$ cat src/rtl/dft_seq_ctrl.sv
// Frame sequencer for the serial DFT datapath: load pass, n/k term streams, MAC drain, bin handshake.
// Optional macro HALF_SPECTRUM_EN limits the computed bins to 0..N/2.
module dft_seq_ctrl #(
   parameter int unsigned ADDR_W  = 12,
   parameter int unsigned MAC_LAT = 3
) (
   input  logic              clk,
   input  logic              nrst,
   input  logic              ce,
   input  logic              start,
   input  logic [ADDR_W-1:0] sample_num,
   output logic              cache_we,
   output logic [ADDR_W-1:0] cache_addr,
   output logic [ADDR_W-1:0] n_idx,
   output logic [ADDR_W-1:0] k_idx,
   output logic              term_valid,
   output logic              acc_clear,
   output logic              bin_valid,
   output logic [ADDR_W-1:0] bin_idx,
   input  logic              bin_ready,
   output logic              busy,
   output logic              done,
   output logic              cfg_err
);

   typedef enum logic [2:0] {S_IDLE, S_LOAD, S_COMPUTE, S_DRAIN, S_OUT} state_t;

   localparam logic [ADDR_W-1:0] ONE      = ADDR_W'(1);
   localparam logic [3:0]        LAT_LAST = 4'(MAC_LAT - 1);

   state_t            state_q, state_d;
   logic [ADDR_W-1:0] cnt_q, cnt_d;
   logic [ADDR_W-1:0] k_q, k_d;
   logic [ADDR_W-1:0] len_q, len_d;
   logic [3:0]        lat_q, lat_d;
   logic              cfg_err_d;
   logic              done_d;
   logic [ADDR_W-1:0] k_last;

`ifdef HALF_SPECTRUM_EN
   assign k_last = len_q >> 1;
`else
   assign k_last = len_q - ONE;
`endif

   // One counter serves as the cache address during LOAD and as n during COMPUTE.
   assign cache_addr = cnt_q;
   assign n_idx      = cnt_q;
   assign k_idx      = k_q;
   assign bin_idx    = k_q;

   always_comb begin
      state_d   = state_q;
      cnt_d     = cnt_q;
      k_d       = k_q;
      len_d     = len_q;
      lat_d     = lat_q;
      cfg_err_d = cfg_err;
      done_d    = 1'b0;
      case (state_q)
         S_IDLE: begin
            if (start) begin
               if (sample_num > ONE) begin
                  len_d     = sample_num;
                  cfg_err_d = 1'b0;
                  cnt_d     = '0;
                  k_d       = '0;
                  state_d   = S_LOAD;
               end else begin
                  cfg_err_d = 1'b1;
               end
            end
         end
         S_LOAD: begin
            if (cnt_q == len_q - ONE) begin
               cnt_d   = '0;
               k_d     = '0;
               state_d = S_COMPUTE;
            end else begin
               cnt_d = cnt_q + ONE;
            end
         end
         S_COMPUTE: begin
            if (cnt_q == len_q - ONE) begin
               lat_d   = '0;
               state_d = S_DRAIN;
            end else begin
               cnt_d = cnt_q + ONE;
            end
         end
         S_DRAIN: begin
            if (lat_q == LAT_LAST) state_d = S_OUT;
            else                   lat_d   = lat_q + 4'd1;
         end
         S_OUT: begin
            if (bin_ready) begin
               cnt_d = '0;
               if (k_q == k_last) begin
                  k_d     = '0;
                  done_d  = 1'b1;
                  state_d = S_IDLE;
               end else begin
                  k_d     = k_q + ONE;
                  state_d = S_COMPUTE;
               end
            end
         end
         default: state_d = S_IDLE;
      endcase
   end

   // Strobes are registered from the next-state decode so they line up with the counters.
   always_ff @(posedge clk or negedge nrst) begin
      if (!nrst) begin
         state_q    <= S_IDLE;
         cnt_q      <= '0;
         k_q        <= '0;
         len_q      <= '0;
         lat_q      <= '0;
         cache_we   <= 1'b0;
         term_valid <= 1'b0;
         acc_clear  <= 1'b0;
         bin_valid  <= 1'b0;
         busy       <= 1'b0;
         done       <= 1'b0;
         cfg_err    <= 1'b0;
      end else if (ce) begin
         state_q    <= state_d;
         cnt_q      <= cnt_d;
         k_q        <= k_d;
         len_q      <= len_d;
         lat_q      <= lat_d;
         cache_we   <= (state_d == S_LOAD);
         term_valid <= (state_d == S_COMPUTE);
         acc_clear  <= (state_d == S_COMPUTE) && (cnt_d == '0);
         bin_valid  <= (state_d == S_OUT);
         busy       <= (state_d != S_IDLE);
         done       <= done_d;
         cfg_err    <= cfg_err_d;
      end
   end

endmodule

$ cat config.mk
export PLATFORM = sky130hd
export DESIGN_NAME = dft_seq_ctrl
export DESIGN_NICKNAME = d
export VERILOG_FILES = /design/src/rtl/dft_seq_ctrl.sv
export SDC_FILE = /design/constraint.sdc
export NUM_CORES = 1
export LEC_CHECK = 0
export BUFFER_PORTS_ARGS = -buffer_cell sky130_fd_sc_hd__clkbuf_2
export CORE_UTILIZATION = 45
export CTS_CLUSTER_SIZE = 25
export DETAILED_ROUTE_END_ITERATION = 6
export HOLD_SLACK_MARGIN = 0.05
export PLACE_DENSITY = 0.72
export REMOVE_ABC_BUFFERS = 1
export SLEW_MARGIN = 20
export SYNTH_ARGS = -nofsm -noshare
export SYNTH_HDL_FRONTEND = slang
export SYNTH_SLANG_ARGS = --single-unit
$ cat constraint.sdc
create_clock -name clk -period 3.3 [get_ports clk]
set_clock_uncertainty 0.1 [all_clocks]
set_input_delay 0.165 -clock clk [delete_from_list [all_inputs] [get_ports clk]]
set_output_delay 0.165 -clock clk [all_outputs]
set_load 0.005 [all_outputs]
-- After elaboration in Yosys (flattened, before gate mapping)
Index checks and enable logic that the tools add are counted.
- register bits: 50
- latch bits: 0
- RAM bits: 0
- ROM bits: 0
- bits of input ports: 17
- output and inout port bits: 55
- memories kept: 0
- add/sub/neg operators: 4
- multipliers: 0
- divide/modulo/power cells: 0
- magnitude comparators: 1
- equal/unequal tests: 16
- shift operators: 0
- mux-type cells: 27
- bitwise gates (word level): 0
- reductions and logical operators: 10
- operators with widths (cell ; count):
    $mux W12 ; 10
    $pmux W12 S4 ; 1
    $pmux W12 S3 ; 1
    $add A12 B1 Y12 const B ; 2
    $eq A12 B12 Y1 ; 2
    $mux W3 ; 6
    $pmux W3 S5 ; 1
    $gt A12 B1 Y1 const B ; 1
    $logic_not A12 Y1 ; 1
    $ne A2 B2 Y1 const B ; 6
    $sub A12 B1 Y12 const B ; 1
    $eq A3 B2 Y1 const B ; 3
    $mux W4 ; 2
    $pmux W4 S2 ; 1
    $reduce_and A4 Y1 ; 2
    $eq A3 B1 Y1 const B ; 2
    $eq A3 B3 Y1 const B ; 2
    $reduce_and A6 Y1 ; 1
    $reduce_bool A3 Y1 ; 2
    $add A4 B1 Y4 const B ; 1
    $eq A4 B2 Y1 const B ; 1
    $mux W1 ; 4
    $logic_not A3 Y1 ; 1
    $reduce_and A3 Y1 ; 1
    other kinds (3) ; 3

-- Logic depth before layout (Yosys ltp)
Gate-level depths: netlist of the first run.
- word-level depth: 7
- mapped depth: 17
- gate-level depth less buffers: 14

-- Least setup slack after synthesis of the first run
Ideal clock, no wire load.
- path kind: reg2reg
- start: register len_q[5]
- end: register acc_clear
- library setup time: 103 ps
- arrival time: 3166 ps
- required time: 3097 ps
- setup slack: -70 ps
- stages on the path, launching flop included: 14
- period minus slack after synthesis: 3370 ps
- cells stage by stage: dfrtp_1 -> buf_6 -> or4_4 -> or3_1 -> and3_4 -> a2111oi_4 -> and4_1 -> buf_4 -> inv_1 -> ha_1 -> o22ai_1 -> a221oi_1 -> o211ai_1 -> o41ai_2
- word-level cells in the longest chain between the ends: 7
- elaborated cells between the ends (all ways): 14
- ends and longest elaborated chain (element ; line ; source):
    start: declaration ; 34 ; logic [ADDR_W-1:0] len_q, len_d;
    start signal: assignment ; 131 ; len_q <= len_d;
    $sub A12 B1 Y12 (*) ; 43, 75, 84 ;
    $eq A12 B12 Y1 ; 98 ; if (k_q == k_last) begin
    $mux W2 ; 98 ;
    $mux W3 ; 96 ; if (bin_ready) begin
    $pmux W3 S5 ; 60 ; case (state_q)
    $eq A3 B2 Y1 ; 135 ; acc_clear <= (state_d == S_COMPUTE) && (cnt_d == '0);
    $logic_and A1 B1 Y1 (*) ; 135 ;
    end signal: assignment ; 135 ;
    end: declaration ; 17 ; output logic acc_clear,
Mark *: on every way between the ends. The rest lies on a longest branch, timed or not.
A chain may end at the register's enable or synchronous reset.

-- Worst setup path in the final report of the first run
- start: register len_q[6]
- end: register acc_clear
Same word-level chain as after synthesis.

==> impl_metrics.ini, run 1 <==
[place]
place.gp.congestion = 0.8701
dp_slack_ns = -0.07515
hpwl_mm = 7.136
port_buffers = 71
placed_area_sq_um = 4146

[die]
fp.dieArea_sq_um = 8751
die_w_microns = 93.55
initial_utilization_pct = 46.13
core_area_sq_um = 8175
die_y_microns = 93.55
rows = 33
io_pins = 72

[hold_path]
hold_depth = 3
hp-class = primary input to register
holdPathEnd = cfg_err
min_from = start

[power_and_ir_drop]
p_per_area_nw_per_um2 = 710.3
p_switching_mw = 1.433
irDropWorstVdd_uv = 338.4
power_frac_comb_pct = 54.4
sw_frac_of_total_pct = 43.39
p_leak_nw = 2.050
clkPwrFrac_pct = 13.4
p_int_mw = 1.870
seqPwrFrac_pct = 32.2

[sta]
fin_crit_ns = 3.311
fmax_mhz = 302.0
setup_violations = 3
period_share_pct = 100.3
rsz0062_at_grt = true
tightest_slew_ns = 0.9184
finalWorstSetupSlack_ns = -0.01092
finalHoldViolCount = 0
slew_viol_final = 0
slew_headroom_pct = 38.77

[clock_tree]
clock_tree.root_cell = clkbuf_8
cts_tree = done
clk_pin_slew_ns = 0.10
cts.path.max_buffers = 2
clk_latency_ns = 0.31
htreeDepth = 2
cts_made_buffers = 5
clock-sinks = 50

[synthesis]
synth_edf_count = 0
synthAdderAreaFrac_pct = 1.991
synth_area_sq_um = 3771
synth.yosys.seq_area_share_pct = 33.18
synthXorXnorAreaFrac_pct = 5.109
yosys_warnings = 0
synth_seq_cells = 50
muxShareOfSynthArea_pct = 4.711
synth_top_family_by_area = simple AND/OR/NAND/NOR gates
synth_compound_area_share_pct = 20.74
synth-simple-area-share_pct = 24.45
ys.flop_type = dfrtp_1
synth.distinct_cells = 62
synth.avg_cell_area_sq_um = 8.343
async_flop_share_pct = 100.0
synth_cells = 452

[drt]
via_per_inst = 5.864
ant_nets = 0
routed-via-count = 3706
drtIter0Drc = 225
drt_wl_total_mm = 10.23
drt_drc_violations_left = 0
drtPass1Iterations = 5
wl_per_cell_microns = 16.19

[final_layout]
nets = 549
layout_commonest_cell = clkbuf_2
drive_above_1_share_pct = 31.50
final_area_sq_um = 4651
final_cell_mix = clkbuf_2, dfrtp_1, nand2_1
n_antenna_cell = 0
areaGrowthSynthToFinish_pct = 23.32

[global_routing]
antenna_found_initial = 0
grt_pass1_vias = 3270
grt_use_total_pct = 23.50
grt_pass1_wl_mm = 16.13
grt_max_degree = 40
gr-total-overflow = 0

[setup_path]
reg2reg_setup_slack_ns = -0.01
critical_path.reg2reg.startpoint = len_q[6]
slowest_stage = or4_4
worstReg2RegEnd = acc_clear
r2r_cells = 11
max_stage_delay_ns = 0.53
required_ns = 3.42
path_cells = or4_4, or3_4, and3_4, a2111oi_4, and4_4, inv_1, ha_1, o22ai_1, a221oi_2, o211ai_1, o41ai_2
path_class = register to register
start_kind = register
end_kind = register
critPathArrivalTime_ns = 3.43
critPathMaxFanout = 3

[run]
maxCapViolCount = 0

[outcome]
status = finished, violations left
violations = negative setup slack
-- final cells by class --
type | instances | area (sq um)
Fill cell | 765 | 3525
Multi-Input combinational cell | 333 | 2311
Sequential cell | 50 | 1252
Timing Repair Buffer | 121 | 789.5
Tap cell | 105 | 131.4
Clock buffer | 6 | 72.57
Inverter | 15 | 56.30
Clock inverter | 2 | 37.54
-- synthesized netlist by cell type (2+ instances only) --
cell / instances / area (sq um)
a311oi_1: 3 / 26.28
o32a_1: 2 / 20.02
buf_4: 25 / 187.7
nand4_1: 3 / 18.77
nor3b_1: 3 / 22.52
a211o_1: 3 / 26.28
ha_1: 6 / 75.07
or4_1: 4 / 30.03
and2_1: 2 / 12.51
nor2_1: 32 / 120.1
a21boi_0: 3 / 22.52
a21oi_1: 13 / 65.06
xnor2_1: 13 / 113.9
o21bai_1: 2 / 15.01
nand3_1: 20 / 100.1
xor2_1: 9 / 78.83
or2_2: 2 / 12.51
buf_2: 2 / 10.01
buf_6: 2 / 22.52
mux2_2: 14 / 157.7
nand2b_1: 15 / 93.84
nor2b_1: 8 / 50.05
nand2_1: 37 / 138.9
or3_1: 7 / 43.79
dfrtp_1: 50 / 1251
o21ai_1: 13 / 65.06
o31ai_2: 3 / 37.54
mux2i_1: 2 / 20.02
o32ai_1: 2 / 17.52
and3_1: 11 / 68.82
clkbuf_1: 24 / 90.09
o21ai_0: 32 / 160.2
o21a_1: 3 / 22.52
a31oi_1: 8 / 50.05
and4_1: 3 / 26.28
o31ai_1: 11 / 82.58
inv_1: 15 / 56.30
a221oi_1: 2 / 17.52
nor4_1: 8 / 50.05
a211oi_1: 3 / 22.52
nor3_1: 11 / 55.05
-- worst max-delay path by stage --
stage	start	to	slack, ns	depth (start not counted)
after floorplan	len_q[3]	acc_clear	-0.17	11
after global placement	len_q[3]	acc_clear	-0.01	11
after detailed placement	len_q[3]	acc_clear	-0.08	11
after CTS	len_q[6]	bin_idx[9]	0.03	11
after global routing	len_q[1]	acc_clear	-0.15	11
final	len_q[6]	acc_clear	-0.01	11
-- metrics by stage --
step                      hold WS, ns  util (%)  setup TNS (ns)  instances  total power, mW
final                         0.06473     56.89        -0.01910        632            3.304
after global routing          0.08305     56.89         -0.9280        632            3.552
after CTS                     0.05991     55.11               0        628            3.203
after detailed placement       0.2862     50.72        -0.07515        601            2.650
after global placement         0.2751     50.72        -0.01409        601            2.599
after floorplan               -0.2306         -         -0.9551        398            2.046
-- critical path: cells and delay by family, from the launching register on --
| family | cells | cell delay [ns] |
|---|---|---|
| compound gates | 5 | 1.06 |
| fa+ha+maj | 1 | 0.26 |
| flops | 1 | 0.39 |
| simple gates | 4 | 1.36 |
| buf+inv | 1 | 0.04 |
-- metal layers --
layer  wire length [microns]  up-vias  track usage (%)
met4                     251        0            7.051
met2                    5135      142            40.75
met1                    4260     1784            30.30
met5                       0        -                0
met3                     582       21            3.171
li1                        -     1759                -
-- cells by family (layout without fill, tap and decap cells) --
| kind of cell | Yosys count | in the layout |
|---|---|---|
| AND/OR/NAND/NOR | 174 | 174 |
| XOR/XNOR | 22 | 22 |
| adder cells (fa/ha/maj) | 6 | 6 |
| AO/OA/AOI/OAI | 115 | 115 |
| flip-flops | 50 | 50 |
| multiplexers | 16 | 16 |
| buffers and inverters | 69 | 144 |
-- sequential cells by signal (all words and copies together) (netlist names) --
name and count:
done 1, state_q 3, term_valid 1, bin_valid 1, busy 1, bin_idx 12, cache_addr 12, cache_we 1
cfg_err 1, len_q 12, lat_q 4, acc_clear 1
-- power groups by stage --
stage	Sequential, mW	Clock [mW]	Combinational [mW]
2_1_floorplan	1.06	0	0.988
3_3_place_gp	1.05	0	1.55
3_5_place_dp	1.06	0	1.59
4_1_cts	1.05	0.449	1.71
5_1_grt	1.10	0.478	1.98
6_report	1.06	0.444	1.80
-- what timing repair did --
action | in CTS | in global routing
pin swaps | 14 | 12
hold buffers | 14 | 0
resized for setup | 14 | 29
endpoints found under the hold margin | 51 | 0
setup endpoints to repair | 7 | 31
cloned | 0 | 0
buffers inserted | 6 | 4
(Power assumes the default switching activity.)
==> run 2, diff against run 1 <==
--- a/config.mk
+++ b/config.mk
@@ -16,3 +16,4 @@
 export SYNTH_ARGS = -nofsm -noshare
 export SYNTH_HDL_FRONTEND = slang
 export SYNTH_SLANG_ARGS = --single-unit
+export TNS_END_PERCENT = 50
==> run 2 against run 1 <==
  * The flow still finishes with violations (negative setup slack)
  * Global-route usage is the same
  * Flip-flop and latch count is the same
  * First-iteration DRC count shrank 17%
  * Highest routed layer unchanged
==> impl_metrics.ini, run 2 (synthesized netlist as in run 1, its figures left out) <==
[global_routing]
gr-total-overflow = 0
antenna_found_initial = 0
grt_max_degree = 40
grt_pass1_wl_mm = 16.13
grt_use_total_pct = 23.50
grt_pass1_vias = 3270

[sta]
whs_ns = 0.06533
finalHoldViolCount = 0
setup_violations = 2
period_share_pct = 100.5
fmax_mhz = 301.6
slew_headroom_pct = 40.53
tightest_slew_ns = 0.8921
fin_crit_ns = 3.315
finalWorstSetupSlack_ns = -0.01545
slew_viol_final = 0
rsz0062_at_grt = true

[power_and_ir_drop]
p_per_area_nw_per_um2 = 712.0
p_leak_nw = 2.049
irDropWorstVdd_uv = 338.8

[drt]
routed-via-count = 3737
wl_per_cell_microns = 16.09
drtPass1Iterations = 5
drt_wl_total_mm = 10.17
drt_drc_violations_left = 0
drtIter0Drc = 187
ant_nets = 0
via_per_inst = 5.913

[die]
fp.dieArea_sq_um = 8751
die_w_microns = 93.55
die_y_microns = 93.55
initial_utilization_pct = 46.13
rows = 33
core_area_sq_um = 8175
io_pins = 72

[place]
hpwl_mm = 7.136
place_inst = 601
port_buffers = 71
place.gp.congestion = 0.8701

[hold_path]
hp-class = primary input to register
min_from = start

[outcome]
status = finished, violations left
violations = negative setup slack

[setup_path]
critPathMaxFanout = 3
end_kind = register
cp-startpoint = len_q[6]
path_class = register to register
critPathArrivalTime_ns = 3.43
critical_path.reg2reg.startpoint = len_q[6]
start_kind = register
required_ns = 3.42

[clock_tree]
clk_latency_ns = 0.31
clk_pin_slew_ns = 0.10
cts.path.max_buffers = 2
cts_made_buffers = 5
htreeDepth = 2
clock_tree.root_cell = clkbuf_8
clock-sinks = 50
cts_tree = done

[run]
maxCapViolCount = 0

[final_layout]
n_antenna_cell = 0
instances_no_fill = 632
drive_above_1_share_pct = 31.31
final_cell_mix = clkbuf_2, dfrtp_1, nand2_1
layout_commonest_cell = clkbuf_2
areaGrowthSynthToFinish_pct = 22.99
nets = 549
run 2: cell counts in the layout (fill, tap and decap cells not counted):
Identical to the previous run, type by type.
run 2: layout make-up:
type / count / area, sq um
Clock buffer: 6 / 72.57
Clock inverter: 2 / 37.54
Fill cell: 764 / 3537
Multi-Input combinational cell: 333 / 2298
Sequential cell: 50 / 1252
Tap cell: 105 / 131.4
Inverter: 15 / 56.30
Timing Repair Buffer: 121 / 789.5
run 2: final timing paths:
path,to,slack [ns],cells after the start
hold / removal,cfg_err,0.07,3
setup reg to reg,acc_clear,-0.02,11
setup / recovery,acc_clear,-0.02,11
max in group asynchronous,lat_q[0],1.96,3
min in group asynchronous,cache_addr[11],0.41,2
hold reg to reg,term_valid,0.39,2
run 2: metrics by stage:
step           power (mW)  util [%]  setup WS [ns]  TNS (ns)  area [sq um]
2_1_floorplan       2.046         -        -0.1729   -0.9551          3457
3_3_place_gp        2.599     50.72       -0.01409  -0.01409          4146
3_5_place_dp        2.650     50.72       -0.07515  -0.07515          4146
4_1_cts             3.203     55.11        0.02755         0          4506
5_1_grt             3.544     56.73        -0.1526   -0.9175          4638
6_report            3.302     56.73       -0.01545  -0.01765          4638
run 2: critical path, stage by stage (launching register included):
cell       delay [ns]
dfrtp_1          0.39
or4_4            0.53
or3_4            0.35
and3_4           0.20
a2111oi_4        0.33
and4_4           0.28
inv_1            0.04
ha_1             0.26
o22ai_1          0.09
a221oi_2         0.29
o211ai_1         0.15
o41ai_2          0.21
run 2: routing by layer:
layer	share of wire, %	track usage, %	vias to the layer above
met5	0	0	-
met2	50	40.75	150
met4	2.4	7.051	0
met1	42	30.30	1809
li1	-	-	1757
met3	5.3	3.171	21
run 2: power by group:
| part | total [mW] | switching [mW] | internal [mW] |
|---|---|---|---|
| registers | 1.06 | 0.283 | 0.778 |
| logic | 1.80 | 0.933 | 0.864 |
| clock network | 0.444 | 0.217 | 0.227 |
| total | 3.30 | 1.43 | 1.87 |
run 2: what timing repair did:
action / in CTS / in global routing
hold endpoints to repair: 51 / 0
pin swaps: 14 / 12
resized for setup: 14 / 27
endpoints found under the setup margin: 7 / 31
buffers inserted: 6 / 4
hold buffers: 14 / 0
==> run 3, diff against run 2 <==
--- a/config.mk
+++ b/config.mk
@@ -9,6 +9,7 @@
 export CORE_UTILIZATION = 45
 export CTS_CLUSTER_SIZE = 25
 export DETAILED_ROUTE_END_ITERATION = 6
+export GPL_TIMING_DRIVEN = 0
 export HOLD_SLACK_MARGIN = 0.05
 export PLACE_DENSITY = 0.72
 export REMOVE_ABC_BUFFERS = 1
==> run 3 against run 2 <==
  * Clock power shrank 8.6%
  * Total power shrank 3.3%
  * Final cell count shrank 3.5%
  * Critical path type unchanged
  * Die area is the same
  * Fmax shrank 1.0%
  * The flow still finishes with violations (negative setup slack)
  * Largest power group unchanged
==> impl_metrics.ini, run 3 (synthesized netlist as in run 1, its figures left out) <==
[final_layout]
areaGrowthSynthToFinish_pct = 21.07
layout_commonest_cell = clkbuf_2
instances_no_fill = 610
n_antenna_cell = 0
final_cell_mix = clkbuf_2, dfrtp_1, nand2_1
drive_above_1_share_pct = 31.88
nets = 527
final_area_sq_um = 4566
fill_cells = 754

[power_and_ir_drop]
clkPwrFrac_pct = 12.7
irDropWorstVdd_uv = 290.0
p_leak_nw = 1.972
p_int_mw = 1.756
sw_frac_of_total_pct = 44.99
power_frac_comb_pct = 51.9
seqPwrFrac_pct = 35.4
p_switching_mw = 1.436
p_per_area_nw_per_um2 = 699.1

[clock_tree]
clk_latency_ns = 0.31
clk_pin_slew_ns = 0.10
cts_made_buffers = 5
cts_tree = done
cts.path.max_buffers = 2
clock-sinks = 50
htreeDepth = 2
clock_tree.root_cell = clkbuf_8

[sta]
fin_crit_ns = 3.350
fmax_mhz = 298.5
tightest_slew_ns = 0.7042
slew_headroom_pct = 52.69
rsz0062_at_grt = true
period_share_pct = 101.5
setup_violations = 1
finalHoldViolCount = 0
slew_viol_final = 0
finalWorstSetupSlack_ns = -0.05014

[place]
place_inst = 574
placed_area_sq_um = 3951
hpwl_mm = 6.214
place.gp.congestion = 0.8466
port_buffers = 71

[outcome]
violations = negative setup slack
status = finished, violations left

[drt]
wl_per_cell_microns = 15.38
routed-via-count = 3542
drt_wl_total_mm = 9.383
drtPass1Iterations = 5
ant_nets = 0
drt_drc_violations_left = 0
via_per_inst = 5.807
drtIter0Drc = 207

[global_routing]
grt_use_met3_pct = 3.659
use_met1_pct = 29.23
grt_pass1_vias = 3337
antenna_found_initial = 0
grt_max_degree = 51
grt_pass1_wl_mm = 15.74
gr-usage-met2_pct = 36.64
grt.busiest_layer = met2
gr-total-overflow = 0
grt_use_total_pct = 22.38

[setup_path]
worstReg2RegEnd = acc_clear
cp-startpoint = len_q[4]
critical_path.reg2reg.startpoint = len_q[4]
required_ns = 3.42
critPathArrivalTime_ns = 3.47
start_kind = register
path_class = register to register
critPathMaxFanout = 5
reg2reg_setup_slack_ns = -0.05
end_kind = register
r2r_cells = 12

[die]
die_y_microns = 93.55
die_w_microns = 93.55
core_area_sq_um = 8175
io_pins = 72
fp.dieArea_sq_um = 8751
initial_utilization_pct = 46.13
rows = 33

[hold_path]
min_from = ce
hp-class = primary input to register
hold_depth = 2
holdPathEnd = state_q[1]

[run]
maxCapViolCount = 0
-- run 3: changes by cell type in the layout (fill, tap and decap cells not counted), sizes merged --
cell         delta
or2             +1
dlygate4sd3     +1
clkinv          +1
bufinv          -1
clkinvlp        -1
buf            -25
clkbuf          +2
-- run 3: layout make-up --
| type | instances | area (sq um) | share of cell area, % |
|---|---|---|---|
| clock buffers | 7 | 96.34 | 2.110 |
| clock inverters | 1 | 8.758 | 0.1918 |
| inverters | 15 | 56.30 | 1.233 |
| multi-input cells | 334 | 2390 | 52.34 |
| flip-flops and latches | 50 | 1256 | 27.51 |
| well taps | 105 | 131.4 | 2.877 |
| repair buffers | 98 | 626.9 | 13.73 |
-- run 3: stage by stage --
stage	hold WS, ns	TNS (ns)	setup slack [ns]	util [%]	power, mW
CTS	0.1498	-0.007691	-0.007691	53.86	3.078
floorplan	-0.2306	-0.9551	-0.1729	-	2.046
global route	0.2082	-1.349	-0.2699	55.85	3.442
detailed placement	0.1835	-8.621	-0.5082	48.33	2.482
global placement	0.3047	-11.85	-0.7853	48.24	2.427
finish	0.1754	-0.05014	-0.05014	55.85	3.192
-- run 3: metal layers --
metal	up-vias	part of all wire (%)
met1	1676	44
met4	0	2.6
met3	18	5.4
met2	134	48
met5	-	0
li1	1714	-
-- run 3: power by group through the flow --
stage | sequential (mW) | clock [mW] | combinational, mW
2_1_floorplan | 1.06 | 0 | 0.988
5_1_grt | 1.17 | 0.442 | 1.83
3_5_place_dp | 1.15 | 0 | 1.33
6_report | 1.13 | 0.406 | 1.66
3_3_place_gp | 1.13 | 0 | 1.29
4_1_cts | 1.11 | 0.415 | 1.55
-- run 3: worst max-delay path by stage --
stage | endpoint | slack (ns) | cells after the start
5_1_grt | acc_clear | -0.27 | 12
4_1_cts | bin_idx[4] | -0.008 | 10
3_3_place_gp | bin_idx[4] | -0.79 | 10
6_report | acc_clear | -0.05 | 12
2_1_floorplan | acc_clear | -0.17 | 11
3_5_place_dp | acc_clear | -0.51 | 11
-- run 3: worst max-delay path, cell delays in order, from the launching register on --
cell and delay [ns]:
dfrtp_2 0.45, or4_4 0.58, buf_6 0.15, nor4_4 0.17, xnor2_2 0.11, a2111oi_4 0.34, and4_4 0.31, inv_1 0.05
ha_1 0.26, o22ai_1 0.09, a221oi_2 0.27, o211ai_1 0.16, o41ai_2 0.21
-- run 3: repair_timing --
action,in CTS,in global routing
pin swaps,16,12
endpoints found under the hold margin,64,0
gates resized for setup,26,37
buffers inserted,10,2
setup endpoints to repair,32,29
gates cloned,1,0
hold buffers,15,0
